## src/rtl/dct_quant_serializer_if.sv

```systemverilog
// Row-in / coefficient-out handshake bundle for dct_quant_serializer.
// The slave modport is the serializer's view and the master modport is the upstream/downstream view.
interface dct_quant_serializer_if #(
  parameter int IN_WORD_SIZE  = 15,
  parameter int OUT_WORD_SIZE = 8
);
  logic                            in_valid;
  logic                            in_ready;
  logic signed [IN_WORD_SIZE-1:0]  z0, z1, z2, z3, z4, z5, z6, z7;
  logic        [3:0]               q_shift;
  logic                            out_valid;
  logic                            out_ready;
  logic signed [OUT_WORD_SIZE-1:0] out_data;
  logic        [2:0]               out_idx;
  logic                            out_last;

  modport master (
    output in_valid, z0, z1, z2, z3, z4, z5, z6, z7, q_shift, out_ready,
    input  in_ready, out_valid, out_data, out_idx, out_last
  );

  modport slave (
    input  in_valid, z0, z1, z2, z3, z4, z5, z6, z7, q_shift, out_ready,
    output in_ready, out_valid, out_data, out_idx, out_last
  );
endinterface

```

## src/rtl/dct_quant_serializer.sv

```systemverilog
// Captures a row of eight DCT coefficients, then emits them one per handshake
// as rounded, right-shifted and saturated values in index order 0..7.
module dct_quant_serializer #(
  parameter int IN_WORD_SIZE  = 15,
  parameter int OUT_WORD_SIZE = 8
) (
  input  logic                    clk,
  input  logic                    rst,
  dct_quant_serializer_if.slave   bus
);

  localparam int W = IN_WORD_SIZE + 1;
  localparam logic signed [W-1:0] QMAX = W'((2 ** (OUT_WORD_SIZE - 1)) - 1);
  localparam logic signed [W-1:0] QMIN = ~QMAX;

  typedef enum logic {IDLE, SEND} state_t;

  state_t                         state_q, state_d;
  logic [2:0]                     idx_q, idx_d;
  logic signed [IN_WORD_SIZE-1:0] row_q [8];
  logic signed [IN_WORD_SIZE-1:0] row_d [8];
  logic [3:0]                     shift_q, shift_d;

  logic                           in_ready;
  logic                           out_valid;
  logic                           accept;
  logic                           handoff;
  logic signed [W-1:0]            sel;
  logic signed [W-1:0]            rnd;
  logic signed [W-1:0]            res;
  logic signed [OUT_WORD_SIZE-1:0] q_data;

  // State register; the row buffer is deliberately left out of reset.
  always_ff @(posedge clk) begin
    if (rst) begin
      state_q <= IDLE;
      idx_q   <= '0;
    end else begin
      state_q <= state_d;
      idx_q   <= idx_d;
    end
  end

  always_ff @(posedge clk) begin
    row_q   <= row_d;
    shift_q <= shift_d;
  end

  // Next-state: the idx-7 handoff may capture the following row in the same cycle.
  always_comb begin
    state_d = state_q;
    idx_d   = idx_q;
    row_d   = row_q;
    shift_d = shift_q;
    if (accept) begin
      row_d   = '{bus.z0, bus.z1, bus.z2, bus.z3, bus.z4, bus.z5, bus.z6, bus.z7};
      shift_d = bus.q_shift;
    end
    case (state_q)
      IDLE: begin
        if (accept) begin
          state_d = SEND;
          idx_d   = '0;
        end
      end
      SEND: begin
        if (handoff) begin
          if (idx_q == 3'd7) begin
            state_d = accept ? SEND : IDLE;
            idx_d   = '0;
          end else begin
            idx_d = idx_q + 3'd1;
          end
        end
      end
      default: begin
        state_d = IDLE;
        idx_d   = '0;
      end
    endcase
  end

  // Quantizer: round-half-up then arithmetic shift; the extra bit absorbs the rounding add.
  always_comb begin
    sel = W'(row_q[idx_q]);
    rnd = '0;
    res = sel;
    if (shift_q != 4'd0) begin
      rnd = W'(1) << (shift_q - 4'd1);
      res = (sel + rnd) >>> shift_q;
    end
    if (res > QMAX)
      q_data = QMAX[OUT_WORD_SIZE-1:0];
    else if (res < QMIN)
      q_data = QMIN[OUT_WORD_SIZE-1:0];
    else
      q_data = res[OUT_WORD_SIZE-1:0];
  end

  always_comb begin
    out_valid     = (state_q == SEND);
    in_ready      = (state_q == IDLE) || (idx_q == 3'd7 && bus.out_ready);
    accept        = bus.in_valid && in_ready;
    handoff       = out_valid && bus.out_ready;
    bus.in_ready  = in_ready;
    bus.out_valid = out_valid;
    bus.out_data  = out_valid ? q_data : '0;
    bus.out_idx   = out_valid ? idx_q : '0;
    bus.out_last  = out_valid && (idx_q == 3'd7);
  end

endmodule

```

## src/flat_wrapper.sv

```systemverilog
// flat-port wrapper written by rule: the top's interface ports become plain ports
module dct_quant_serializer_flat 
#(
  parameter int IN_WORD_SIZE  = 15,
  parameter int OUT_WORD_SIZE = 8
)
  (clk, rst, bus_in_valid, bus_z0, bus_z1, bus_z2, bus_z3, bus_z4, bus_z5, bus_z6, bus_z7, bus_q_shift, bus_out_ready, bus_in_ready, bus_out_valid, bus_out_data, bus_out_idx, bus_out_last);
  dct_quant_serializer_if #(.IN_WORD_SIZE(IN_WORD_SIZE), .OUT_WORD_SIZE(OUT_WORD_SIZE)) bus_i ();
  input  logic clk;
  input  logic rst;
  input wire logic [$bits(bus_i.in_valid)-1:0] bus_in_valid;
  input wire logic [$bits(bus_i.z0)-1:0] bus_z0;
  input wire logic [$bits(bus_i.z1)-1:0] bus_z1;
  input wire logic [$bits(bus_i.z2)-1:0] bus_z2;
  input wire logic [$bits(bus_i.z3)-1:0] bus_z3;
  input wire logic [$bits(bus_i.z4)-1:0] bus_z4;
  input wire logic [$bits(bus_i.z5)-1:0] bus_z5;
  input wire logic [$bits(bus_i.z6)-1:0] bus_z6;
  input wire logic [$bits(bus_i.z7)-1:0] bus_z7;
  input wire logic [$bits(bus_i.q_shift)-1:0] bus_q_shift;
  input wire logic [$bits(bus_i.out_ready)-1:0] bus_out_ready;
  output wire logic [$bits(bus_i.in_ready)-1:0] bus_in_ready;
  output wire logic [$bits(bus_i.out_valid)-1:0] bus_out_valid;
  output wire logic [$bits(bus_i.out_data)-1:0] bus_out_data;
  output wire logic [$bits(bus_i.out_idx)-1:0] bus_out_idx;
  output wire logic [$bits(bus_i.out_last)-1:0] bus_out_last;
  assign bus_i.in_valid = bus_in_valid;
  assign bus_i.z0 = bus_z0;
  assign bus_i.z1 = bus_z1;
  assign bus_i.z2 = bus_z2;
  assign bus_i.z3 = bus_z3;
  assign bus_i.z4 = bus_z4;
  assign bus_i.z5 = bus_z5;
  assign bus_i.z6 = bus_z6;
  assign bus_i.z7 = bus_z7;
  assign bus_i.q_shift = bus_q_shift;
  assign bus_i.out_ready = bus_out_ready;
  assign bus_in_ready = bus_i.in_ready;
  assign bus_out_valid = bus_i.out_valid;
  assign bus_out_data = bus_i.out_data;
  assign bus_out_idx = bus_i.out_idx;
  assign bus_out_last = bus_i.out_last;
  dct_quant_serializer #(.IN_WORD_SIZE(IN_WORD_SIZE), .OUT_WORD_SIZE(OUT_WORD_SIZE)) u_core (.clk(clk), .rst(rst), .bus(bus_i));
endmodule
```

## config.mk

```make
export PLATFORM = sky130hd
export DESIGN_NAME = dct_quant_serializer_flat
export DESIGN_NICKNAME = d
export VERILOG_FILES = /design/src/rtl/dct_quant_serializer_if.sv /design/src/rtl/dct_quant_serializer.sv /design/src/flat_wrapper.sv
export SDC_FILE = /design/constraint.sdc
export NUM_CORES = 1
export LEC_CHECK = 0
export ABC_AREA = 0
export BUFFER_PORTS_ARGS = -buffer_cell sky130_fd_sc_hd__clkbuf_2
export CELL_PAD_IN_SITES_DETAIL_PLACEMENT = 0
export CELL_PAD_IN_SITES_GLOBAL_PLACEMENT = 1
export CORE_MARGIN = 5
export CORE_UTILIZATION = 37
export CTS_CLUSTER_SIZE = 14
export DETAILED_ROUTE_END_ITERATION = 7
export PLACE_DENSITY_LB_ADDON = 0.2
export SLEW_MARGIN = 10
export SYNTH_ARGS = -nofsm -noshare
export SYNTH_HDL_FRONTEND = slang
export SYNTH_SLANG_ARGS = --single-unit
```

## constraint.sdc

```tcl
create_clock -name clk -period 6.79 [get_ports clk]
set_clock_uncertainty 0.05 [all_clocks]
set_input_delay 1.0185 -clock clk [delete_from_list [all_inputs] [get_ports clk]]
set_output_delay 1.0185 -clock clk [all_outputs]
set_load 0.05 [all_outputs]
```

==> impl_metrics.env <==
export IMPL_maxUsedRoutingLayer="met4"
export IMPL_grt_pass1_vias=5573
export IMPL_layout_worst_path_cycle_share_pct=93.99
export IMPL_port_buffer_count=141
export IMPL_dp_hpwl_mm=14.31
export IMPL_synth_area_um2=7027
export IMPL_vias_per_cell=5.584
export IMPL_cts_root_buffer="clkbuf_16"
export IMPL_synth_top_family_by_area="multiplexers"
export IMPL_pre_cts_ws_ns=0.5111
export IMPL_placed_cells=909
export IMPL_core_um2=18710
export IMPL_drv_cap=0
export IMPL_pwr_share_clk_pct=40.3
export IMPL_async_reset_ff_share_pct=0
export IMPL_tightest_slew_ns=0.9083
export IMPL_postCtsHoldBufs=0
export IMPL_start_kind="register"
export IMPL_synth_top_cell_area_share_pct=52.99
export IMPL_clkTransAtPathRegs_ns=0.06
export IMPL_internal_power_uw=1662
export IMPL_worstReg2RegStart="u_core.idx_q[1]$_SDFFE_PP0P_"
export IMPL_synth_xor_area_share_pct=1.371
export IMPL_dr_wl_met2_mm=8.975
export IMPL_first_pass_iters=5
export IMPL_dieArea_um2=21850
export IMPL_drc_errors=0
export IMPL_synthCells=531
export IMPL_h_tree_depth=4
export IMPL_grt_max_degree=70
export IMPL_crit_arrival_ns=5.31
export IMPL_hold_path_endpoint="u_core.row_q[22]$_DFFE_PP_"
export IMPL_leakagePower_uw=0.003410
export IMPL_synth_edf_count=124
export IMPL_fin_cells=940
export IMPL_cp_end_kind="output pin"
export IMPL_antenna_found_initial=0
export IMPL_max_vdd_ir_drop_uv=227.7
export IMPL_utilization_pct=47.28
export IMPL_rows=50
export IMPL_fin_total_pwr_uw=2211
export IMPL_combPwrFrac_pct=17.5
export IMPL_dieWidth_um=147.8
export IMPL_path_class="register to output pin"
export IMPL_ys_ff_latch=128
export IMPL_vias=5249
export IMPL_grt_util_all_layers_pct=17.33
export IMPL_timing_rr_end="u_core.row_q[99]$_DFFE_PP_"
export IMPL_synth_fa_ha_area_share_pct=3.312
export IMPL_wl_met1_mm=8.030
export IMPL_fin_ws_ns=0.4078
export IMPL_n_antenna_cell=0
export IMPL_setup_viol=0
export IMPL_hp_class="input port to register"
export IMPL_path_max_fanout=16
export IMPL_cts_setup_buffers=0
export IMPL_gp_congestion=0.9250
export IMPL_die_h_um=147.8
export IMPL_area_growth_syn_to_layout_pct=25.85
export IMPL_timing_setup_tns_ns=0
export IMPL_syn_nets=677
export IMPL_fmax_mhz=156.7
export IMPL_switching_share_pct=24.81
export IMPL_nets=840
export IMPL_seq_power_share_pct=42.2
export IMPL_synth_flop_cell="edfxtp_1"
export IMPL_wl_per_cell_um=19.74
export IMPL_postRouteAntennaNets=0
export IMPL_period_needed_ns=6.382
export IMPL_clk_latency_ns=0.41
export IMPL_synthSimpleGateAreaFrac_pct=8.743
export IMPL_syn_avg_cell_area_um2=13.23
export IMPL_cellPowerDensity_nw_per_um2=250.0
export IMPL_synth_compound_area_share_pct=13.66
export IMPL_grt_setup_unrepaired="no"
export IMPL_status="finished, final reports clean"
export IMPL_reg2reg_slack_ns=3.44
export IMPL_drive_above_1_share_pct=37.96
export IMPL_synthTopCellsByArea="edfxtp_1 53%, mux4_2 12%, ha_1 3.0%"
export IMPL_detail_route_iter0_violations=516
export IMPL_gr_total_overflow=0
export IMPL_mostFrequentLayoutCell="clkbuf_2"
export IMPL_muxShareOfSynthArea_pct=16.33
export IMPL_min_delay_start="bus_z6[7]"
export IMPL_synth_warnings=0
export IMPL_ys_seq_area_share_pct=54.13
export IMPL_yosysUniqueCellTypes=65
export IMPL_power_net_switching_uw=548.6
export IMPL_num_fill_cells=1681
export IMPL_final_cell_mix="134 x clkbuf_2, 124 x edfxtp_1, 42 x nor2_1"
export IMPL_cts_buffer_depth=2
export IMPL_cp_data_required_time_ns=5.72
export IMPL_cts_buffers=17
export IMPL_relSlewSlack_pct=39.44
export IMPL_min_path_cells=1
export IMPL_grt_pass1_wl_mm=29.57
export IMPL_ioPinCount=142
export IMPL_numClockSinks=128
export IMPL_slew_violations=0
export IMPL_wl_met3_mm=1.226
export IMPL_routed_wl_mm=18.56
export IMPL_cts_tree="yes"
export IMPL_finalHoldViolations=0
export IMPL_yosys_area_top_type="edfxtp_1"
export IMPL_r2r_cells=7
export IMPL_start_util_pct=37.57
-- flip-flops by register name (all words and copies together) (netlist names) --
name                  cells
u_core.bus.out_valid      1
u_core.idx_q              3
u_core.shift_q            4
u_core.row_q            120
-- metal layers --
layer  up-vias  global-route usage (%)
met4         0                   5.081
met5         -                       0
met2       190                   28.54
met1      2566                   22.58
li1       2462                       -
met3        31                   4.752
-- stage by stage --
stage,hold slack [ns],cell area [um2]
after global placement,0.8087,8254
after detailed placement,0.8041,8254
final,0.7259,8843
after CTS,0.7058,8833
after global routing,0.7057,8843
after floorplan,0.5565,7027
-- how the worst max path moves through the flow --
stage / startpoint / endpoint / slack (ns) / cells after the start
CTS: u_core.idx_q[0]$_SDFFE_PP0P_ / bus_out_data[4] / 0.07 / 15
detailed placement: u_core.idx_q[0]$_SDFFE_PP0P_ / bus_out_data[4] / 0.51 / 15
floorplan: u_core.idx_q[0]$_SDFFE_PP0P_ / bus_out_data[3] / 0.25 / 17
global placement: u_core.idx_q[0]$_SDFFE_PP0P_ / bus_out_data[4] / 0.52 / 15
finish: u_core.idx_q[0]$_SDFFE_PP0P_ / bus_out_data[4] / 0.41 / 15
global route: u_core.idx_q[0]$_SDFFE_PP0P_ / bus_out_data[4] / 0.05 / 16
-- critical path: stages (launching register included) --
cell       delay, ns
dfxtp_4         0.53
buf_4           0.29
mux4_2          0.51
mux2_2          0.31
ha_1            0.40
a21o_1          0.21
a31o_2          0.24
a31oi_1         0.32
o2bb2ai_2       0.19
xor2_1          0.39
o32ai_1         0.19
nand4b_1        0.27
o41ai_4         0.57
o41ai_2         0.15
buf_4           0.17
buf_12          0.14
-- cell type report --
| cell class | count | area (um2) | share of cell area (%) |
|---|---|---|---|
| inverters | 14 | 52.55 | 0.5942 |
| multi-input cells | 360 | 3060 | 34.61 |
| well taps | 234 | 292.8 | 3.311 |
| clock buffers | 21 | 440.4 | 4.980 |
| flip-flops and latches | 128 | 3807 | 43.05 |
| repair buffers | 173 | 1051 | 11.88 |
| clock inverters | 10 | 138.9 | 1.570 |
-- cell usage after synthesis, types with 3 or more instances --
library cell	number
edfxtp_1	124
nor2_1	42
nand2_1	40
mux4_2	38
o21ai_0	27
a21oi_1	25
ha_1	17
clkbuf_1	16
mux2_2	15
inv_1	13
and2_1	11
mux2i_1	10
a21o_1	9
a31oi_1	9
o211ai_1	8
nand3_1	7
nor3_1	7
buf_1	6
buf_2	6
xnor2_1	6
a211oi_1	5
a22oi_1	5
o31ai_1	5
xor2_1	5
a32oi_1	4
dfxtp_1	4
o2111ai_1	4
o21a_1	4
or2_2	4
nand2b_1	3
nand4b_1	3
nor4_1	3
o21ai_1	3
or3_1	3
-- power by group through the flow --
stage / registers [uW] / clock network (uW) / logic (uW)
floorplan: 947 / 0 / 241
global placement: 949 / 0 / 385
detailed placement: 951 / 0 / 384
CTS: 935 / 916 / 386
global route: 938 / 955 / 419
finish: 934 / 891 / 386
-- kinds of logic after synthesis --
kind of cell	after synthesis
adder cells (fa/ha/maj)	18
XOR/XNOR	11
AND/OR/NAND/NOR	131
flip-flops	128
AO/OA/AOI/OAI	136
buffers and inverters	43
multiplexers	64
-- what timing repair did --
action,in CTS,in global routing
endpoints found under the setup margin,0,7
endpoints found under the hold margin,0,0
gates resized for setup,0,3
No activity file was read; power rests on OpenSTA's default activity.
